`config.mk`:
```
export PLATFORM = sky130hd
export DESIGN_NAME = instr_fetch_unit_flat
export DESIGN_NICKNAME = d
export VERILOG_FILES = /design/src/rtl/instr_fetch_unit_if.sv /design/src/rtl/instr_fetch_unit.sv /design/src/flat_wrapper.sv
export SDC_FILE = /design/constraint.sdc
export NUM_CORES = 1
export LEC_CHECK = 0
export CORE_MARGIN = 2
export CORE_UTILIZATION = 35
export CTS_BUF_LIST = sky130_fd_sc_hd__clkbuf_4 sky130_fd_sc_hd__clkbuf_8
export DETAILED_ROUTE_END_ITERATION = 8
export HOLD_SLACK_MARGIN = 0.06
export PLACE_DENSITY_LB_ADDON = 0.1
export SLEW_MARGIN = 20
export SYNTH_ARGS = -nofsm -noshare
export SYNTH_HDL_FRONTEND = slang
export SYNTH_SLANG_ARGS = --single-unit
```
`constraint.sdc`:
```
create_clock -name clk -period 4.41 [get_ports clk]
set_clock_uncertainty 0.1 [all_clocks]
set_input_delay 0.882 -clock clk [delete_from_list [all_inputs] [get_ports clk]]
set_output_delay 0.882 -clock clk [all_outputs]
set_load 0.1 [all_outputs]
```
`src/rtl/instr_fetch_unit_if.sv`:
```
// instr_fetch_unit_if
//   Bundles the fetch-stage control inputs, the instruction-memory bus and
//   the IF/ID register outputs of instr_fetch_unit into one interface.
//   master : the fetch unit itself. It drives imem_addr and the IF/ID and
//            status outputs, and receives the control inputs and imem_data.
//   slave  : the surroundings (hazard unit, EX redirect, instruction memory).
//   Signals:
//     start, stall, redirect, redirect_pc : pipeline control into fetch
//     imem_addr, imem_data                : combinational instruction memory bus
//     if_id_ir, if_id_pc4, if_id_valid    : IF/ID pipeline register
//     fetch_count, halted, addr_err       : status
interface instr_fetch_unit_if #(
    parameter int CNT_W = 16
);
    logic             start;
    logic             stall;
    logic             redirect;
    logic [31:0]      redirect_pc;
    logic [31:0]      imem_addr;
    logic [31:0]      imem_data;
    logic [31:0]      if_id_ir;
    logic [31:0]      if_id_pc4;
    logic             if_id_valid;
    logic [CNT_W-1:0] fetch_count;
    logic             halted;
    logic             addr_err;

    modport master (
        input  start, stall, redirect, redirect_pc, imem_data,
        output imem_addr, if_id_ir, if_id_pc4, if_id_valid,
               fetch_count, halted, addr_err
    );

    modport slave (
        output start, stall, redirect, redirect_pc, imem_data,
        input  imem_addr, if_id_ir, if_id_pc4, if_id_valid,
               fetch_count, halted, addr_err
    );
endinterface

```
`src/rtl/instr_fetch_unit.sv`:
```
// instr_fetch_unit
//   Fetch stage of the 5-stage MIPS pipeline. Presents the PC to a
//   combinational instruction memory and captures the returned word into
//   the IF/ID register. Handles start-up from IDLE, hazard stalls,
//   branch/jump redirects, halting at the end of memory and trapping on a
//   misaligned redirect target.
//   Ports:
//     clk   : rising-edge clock
//     rst_n : asynchronous active-low reset
//     bus   : instr_fetch_unit_if.master (control in, imem bus, IF/ID out)
module instr_fetch_unit #(
    parameter logic [31:0] RESET_PC  = 32'h0000_0000,
    parameter int          MEM_WORDS = 128,
    parameter int          CNT_W     = 16
) (
    input  logic               clk,
    input  logic               rst_n,
    instr_fetch_unit_if.master bus
);

    localparam logic [1:0] ST_IDLE = 2'd0;
    localparam logic [1:0] ST_RUN  = 2'd1;
    localparam logic [1:0] ST_HALT = 2'd2;

    localparam logic [31:0]      MEM_BYTES = 32'(MEM_WORDS) << 2;
    localparam logic [31:0]      LAST_PC   = MEM_BYTES - 32'd4;
    localparam logic [CNT_W-1:0] CNT_MAX   = '1;

    // The low two bits of RESET_PC are dropped so the PC is word aligned
    // from the very first cycle.
    localparam logic [31:0] RESET_PC_ALIGNED = {RESET_PC[31:2], 2'b00};

    logic [1:0]       state;
    logic [31:0]      pc;
    logic [31:0]      ir;
    logic [31:0]      pc4;
    logic             valid;
    logic [CNT_W-1:0] count;
    logic             halted;
    logic             addr_err;
    logic [31:0]      pc_plus4;

    assign pc_plus4 = pc + 32'd4;

    // halted is a flop written together with the HALT transition, so it
    // rises on the same edge that enters HALT. Every RUN path that leaves
    // for HALT also sets it. Redirect always flushes IF/ID, even when a
    // stall is present, because the word in flight is on the wrong path.
    // A PC at or beyond the end of memory is never captured: that fetch
    // slot becomes a bubble and the unit halts instead.
    always_ff @(posedge clk or negedge rst_n) begin
        if (!rst_n) begin
            state    <= ST_IDLE;
            pc       <= RESET_PC_ALIGNED;
            ir       <= 32'd0;
            pc4      <= 32'd0;
            valid    <= 1'b0;
            count    <= '0;
            halted   <= 1'b0;
            addr_err <= 1'b0;
        end else begin
            case (state)
                ST_IDLE: begin
                    if (bus.start) begin
                        state <= ST_RUN;
                    end
                end
                ST_RUN: begin
                    if (bus.redirect) begin
                        ir    <= 32'd0;
                        valid <= 1'b0;
                        if (bus.redirect_pc[1:0] == 2'b00) begin
                            pc <= bus.redirect_pc;
                        end else begin
                            addr_err <= 1'b1;
                            state    <= ST_HALT;
                            halted   <= 1'b1;
                        end
                    end else if (!bus.stall) begin
                        if (pc >= MEM_BYTES) begin
                            ir     <= 32'd0;
                            valid  <= 1'b0;
                            state  <= ST_HALT;
                            halted <= 1'b1;
                        end else begin
                            ir    <= bus.imem_data;
                            pc4   <= pc_plus4;
                            valid <= 1'b1;
                            pc    <= pc_plus4;
                            if (count != CNT_MAX) begin
                                count <= count + 1'b1;
                            end
                            if (pc == LAST_PC) begin
                                state  <= ST_HALT;
                                halted <= 1'b1;
                            end
                        end
                    end
                end
                ST_HALT: begin
                    // Let the last captured word drain into ID once the
                    // stall lifts; after that IF/ID stays a bubble.
                    if (!bus.stall) begin
                        ir    <= 32'd0;
                        valid <= 1'b0;
                    end
                end
                default: begin
                    state <= ST_IDLE;
                end
            endcase
        end
    end

    assign bus.imem_addr   = pc;
    assign bus.if_id_ir    = ir;
    assign bus.if_id_pc4   = pc4;
    assign bus.if_id_valid = valid;
    assign bus.fetch_count = count;
    assign bus.halted      = halted;
    assign bus.addr_err    = addr_err;

endmodule

```
`src/flat_wrapper.sv`:
```
// flat-port wrapper written by rule: the top's interface ports become plain ports
module instr_fetch_unit_flat 
#(
    parameter logic [31:0] RESET_PC  = 32'h0000_0000,
    parameter int          MEM_WORDS = 128,
    parameter int          CNT_W     = 16
)
  (clk, rst_n, bus_start, bus_stall, bus_redirect, bus_redirect_pc, bus_imem_data, bus_imem_addr, bus_if_id_ir, bus_if_id_pc4, bus_if_id_valid, bus_fetch_count, bus_halted, bus_addr_err);
  instr_fetch_unit_if #(.CNT_W(CNT_W)) bus_i ();
  input  logic clk;
  input  logic rst_n;
  input wire logic [$bits(bus_i.start)-1:0] bus_start;
  input wire logic [$bits(bus_i.stall)-1:0] bus_stall;
  input wire logic [$bits(bus_i.redirect)-1:0] bus_redirect;
  input wire logic [$bits(bus_i.redirect_pc)-1:0] bus_redirect_pc;
  input wire logic [$bits(bus_i.imem_data)-1:0] bus_imem_data;
  output wire logic [$bits(bus_i.imem_addr)-1:0] bus_imem_addr;
  output wire logic [$bits(bus_i.if_id_ir)-1:0] bus_if_id_ir;
  output wire logic [$bits(bus_i.if_id_pc4)-1:0] bus_if_id_pc4;
  output wire logic [$bits(bus_i.if_id_valid)-1:0] bus_if_id_valid;
  output wire logic [$bits(bus_i.fetch_count)-1:0] bus_fetch_count;
  output wire logic [$bits(bus_i.halted)-1:0] bus_halted;
  output wire logic [$bits(bus_i.addr_err)-1:0] bus_addr_err;
  assign bus_i.start = bus_start;
  assign bus_i.stall = bus_stall;
  assign bus_i.redirect = bus_redirect;
  assign bus_i.redirect_pc = bus_redirect_pc;
  assign bus_i.imem_data = bus_imem_data;
  assign bus_imem_addr = bus_i.imem_addr;
  assign bus_if_id_ir = bus_i.if_id_ir;
  assign bus_if_id_pc4 = bus_i.if_id_pc4;
  assign bus_if_id_valid = bus_i.if_id_valid;
  assign bus_fetch_count = bus_i.fetch_count;
  assign bus_halted = bus_i.halted;
  assign bus_addr_err = bus_i.addr_err;
  instr_fetch_unit #(.RESET_PC(RESET_PC), .MEM_WORDS(MEM_WORDS), .CNT_W(CNT_W)) u_core (.clk(clk), .rst_n(rst_n), .bus(bus_i));
endmodule
```
==> results.sh <==
export IMPL_cts_buffers=17
export IMPL_ys_flop_type="dfrtp_1"
export IMPL_p_comb_share_pct=40.5
export IMPL_syn_inst=463
export IMPL_clkTransAtPathRegs_ns=0.07
export IMPL_core_area_um2=13830
export IMPL_drt_total_wl_um=14240
export IMPL_fin_crit_ns=3.133
export IMPL_avgViaCountPerCell=5.070
export IMPL_n_fill_cell=1203
export IMPL_wire_per_inst_um=17.01
export IMPL_setup_viol=0
export IMPL_async_flop_share_pct=100.0
export IMPL_avgSynthCellArea_um2=10.67
export IMPL_layout_cells_most_common_list="182 x clkdlybuf4s50_1, 117 x dfrtp_1, 49 x nand2_1, 32 x a22o_1, 28 x o21ai_0"
export IMPL_synth_area_leader_cell="dfrtp_1"
export IMPL_hold_ws_ns=0.2894
export IMPL_rsz0062_at_grt="false"
export IMPL_initial_core_util_pct=35.72
export IMPL_grt_max_degree=77
export IMPL_htreeDepth=4
export IMPL_powerDensity_nw_per_um2=510.0
export IMPL_worst_pin_slew_ns=1.023
export IMPL_drt_iter0_markers=277
export IMPL_fmax_mhz=319.2
export IMPL_ys_warn_count=0
export IMPL_grt_pass1_wl_um=22280
export IMPL_cp_end_kind="output port"
export IMPL_dpl_hpwl_um=10020
export IMPL_cts_resized=0
export IMPL_pin_count=184
export IMPL_synth_fa_ha_area_share_pct=0.7601
export IMPL_synth_edf_count=0
export IMPL_cts_buffer_depth=2
export IMPL_first_pass_iters=4
export IMPL_grtUsageMet1_pct=26.19
export IMPL_power_mw=3.735
export IMPL_antenna_found_initial=0
export IMPL_num_rows=43
export IMPL_leakagePower_nw=3.165
export IMPL_dr_total_vias=4244
export IMPL_io_buffers=183
export IMPL_regToRegStartpoint="u_core.bus.imem_addr[25]$_DFFE_PN0P_"
export IMPL_cp_max_fo=7
export IMPL_swShare_pct=45.79
export IMPL_synth_top_cell_area_share_pct=59.29
export IMPL_finalSetupTns_ns=0
export IMPL_clk_latency_ns=0.43
export IMPL_grt_pass1_vias=4209
export IMPL_cts_tree="done"
export IMPL_cp_top_family="buffers and inverters"
export IMPL_ys_types=42
export IMPL_outcome="finished, final reports clean"
export IMPL_fp_dieW_um=122.8
export IMPL_use_met3_pct=6.459
export IMPL_grt_total_usage_pct=19.41
export IMPL_ant_nets=0
export IMPL_cap_violations=0
export IMPL_synth_seq_cells=117
export IMPL_synth_simple_gate_area_share_pct=18.60
export IMPL_cpMaxStageDelayCell="clkdlybuf4s50_1"
export IMPL_drc_errors=0
export IMPL_seq_area_um2=2928
export IMPL_cts_root_buf="clkbuf_8"
export IMPL_place_congestion=0.8159
export IMPL_power_switching_mw=1.710
export IMPL_fin_util_pct=52.96
export IMPL_cts_hold_fix_buffers=0
export IMPL_fp_dieH_um=122.8
export IMPL_dieArea_um2=15080
export IMPL_cts_setup_buffers=0
export IMPL_seq_power_share_pct=36.8
export IMPL_drive_gt1_share_pct=6.849
export IMPL_grt_ovfl_total=0
export IMPL_critPathBufInv=1
export IMPL_fin_nets=720
export IMPL_hold_viol=0
export IMPL_grt_busiest_layer="met2"
export IMPL_p_int_mw=2.025
export IMPL_peakVddDrop_v=0.0003812
export IMPL_finalCritPeriodShare_pct=71.04
export IMPL_multi_input_comb_area_um2=1868
export IMPL_synth_top_family_by_area="simple AND/OR/NAND/NOR gates"
export IMPL_synth_mux_area_share_pct=0.6334
export IMPL_worstSetupStartpoint="u_core.bus.imem_addr[9]$_DFFE_PN0P_"
export IMPL_min_path_type="in2async"
export IMPL_synth_xor_area_share_pct=3.547
export IMPL_crit_required_ns=3.43
export IMPL_critPathLaunchType="flop"
export IMPL_synth_compound_area_share_pct=13.99
export IMPL_cpPeakStageDelay_ns=1.20
export IMPL_synth_fp_nets=535
export IMPL_pwr_share_clk_pct=22.7
export IMPL_path_cells="clkdlybuf4s50_1"
export IMPL_ys_top_cells_by_area="dfrtp_1 59%, a22o_1 5.7%, nand2_1 3.7%, and2_1 3.2%, o21ai_0 2.8%"
export IMPL_clkSinkCount=117
export IMPL_ys_seq_area_share_pct=59.29
export IMPL_layout_commonest_cell="clkdlybuf4s50_1"
export IMPL_critPathKind="reg2out"
export IMPL_relSlewSlack_pct=31.55
export IMPL_grt_util_met2_pct=29.14
export IMPL_syn_to_final_growth_pct=48.29
export IMPL_arrival_ns=2.15
export IMPL_antenna_cells=0
export IMPL_synth_area_um2=4938
export IMPL_drv_slew=0
==> cells in the mapped netlist (all sizes together) (5+ instances only) <==
| cell | count |
|---|---|
| nor4 | 21 |
| a22o | 32 |
| nor3 | 6 |
| xnor2 | 14 |
| a22oi | 5 |
| inv | 11 |
| nor2 | 24 |
| dfrtp | 117 |
| nand3 | 26 |
| nand4 | 15 |
| o21ai | 29 |
| and2 | 25 |
| buf | 5 |
| nand2 | 49 |
| xor2 | 6 |
| o22ai | 7 |
| a21oi | 14 |
| clkbuf | 23 |
==> kinds of logic (layout without fill, tap and decap cells) <==
kind of cell	after synthesis	in the layout
AO/OA/AOI/OAI	101	101
XOR/XNOR	20	20
adder cells (fa/ha/maj)	3	3
buffers and inverters	39	233
flip-flops	117	117
multiplexers	3	3
AND/OR/NAND/NOR	180	180
==> metal layers <==
layer / wire [µm] / vias up
met2: 6684 / 161
met3: 1187 / 11
met1: 6229 / 2044
met5: 0 / -
met4: 138 / 0
li1: - / 2028
==> power groups by stage <==
| stage | registers, mW | clock network [mW] | logic (mW) |
|---|---|---|---|
| after floorplan | 2.10 | 0 | 0.339 |
| after global placement | 1.38 | 0 | 1.50 |
| after detailed placement | 1.39 | 0 | 1.52 |
| after CTS | 1.37 | 0.876 | 1.52 |
| after global routing | 1.39 | 0.923 | 1.59 |
| final | 1.37 | 0.847 | 1.51 |
==> per-stage QoR <==
| step | setup slack, ns | area (µm²) | cells |
|---|---|---|---|
| after CTS | 1.252 | 7303 | 836 |
| after global routing | 1.243 | 7323 | 837 |
| after detailed placement | 0.9029 | 6967 | 808 |
| after floorplan | 1.660 | 4938 | 463 |
| after global placement | 0.9115 | 6967 | 808 |
| final | 1.277 | 7323 | 837 |
==> final cells by class <==
cell class	instances	share of cell area, %
sequential	117	39.98
timing repair buffer	194	26.28
multi-input combinational	307	25.51
clock buffer	24	4.254
tap	180	3.075
inverter	11	0.5638
clock inverter	4	0.3417
==> state kept, by name, summed over array words and instances, names as in the netlist <==
name / flops
u_core.bus.if_id_ir: 32
u_core.bus.if_id_pc4: 32
u_core.bus.imem_addr: 32
u_core.bus.fetch_count: 16
u_core.state: 2
u_core.bus.addr_err: 1
u_core.bus.halted: 1
u_core.bus.if_id_valid: 1
==> worst paths after layout <==
| kind | endpoint | slack (ns) | depth (start not counted) |
|---|---|---|---|
| max in group asynchronous | u_core.bus.if_id_ir[24]$_DFFE_PN0P_ | 2.91 | 3 |
| hold reg to reg | u_core.bus.if_id_pc4[1]$_DFFE_PN0P_ | 0.36 | 2 |
| min in group clk | u_core.bus.if_id_pc4[1]$_DFFE_PN0P_ | 0.36 | 2 |
| setup reg to reg | u_core.bus.imem_addr[26]$_DFFE_PN0P_ | 1.60 | 6 |
| setup / recovery | bus_imem_addr[9] | 1.28 | 1 |
| hold / removal | u_core.bus.if_id_pc4[9]$_DFFE_PN0P_ | 0.29 | 1 |
Power figures use the tool's default switching activity.
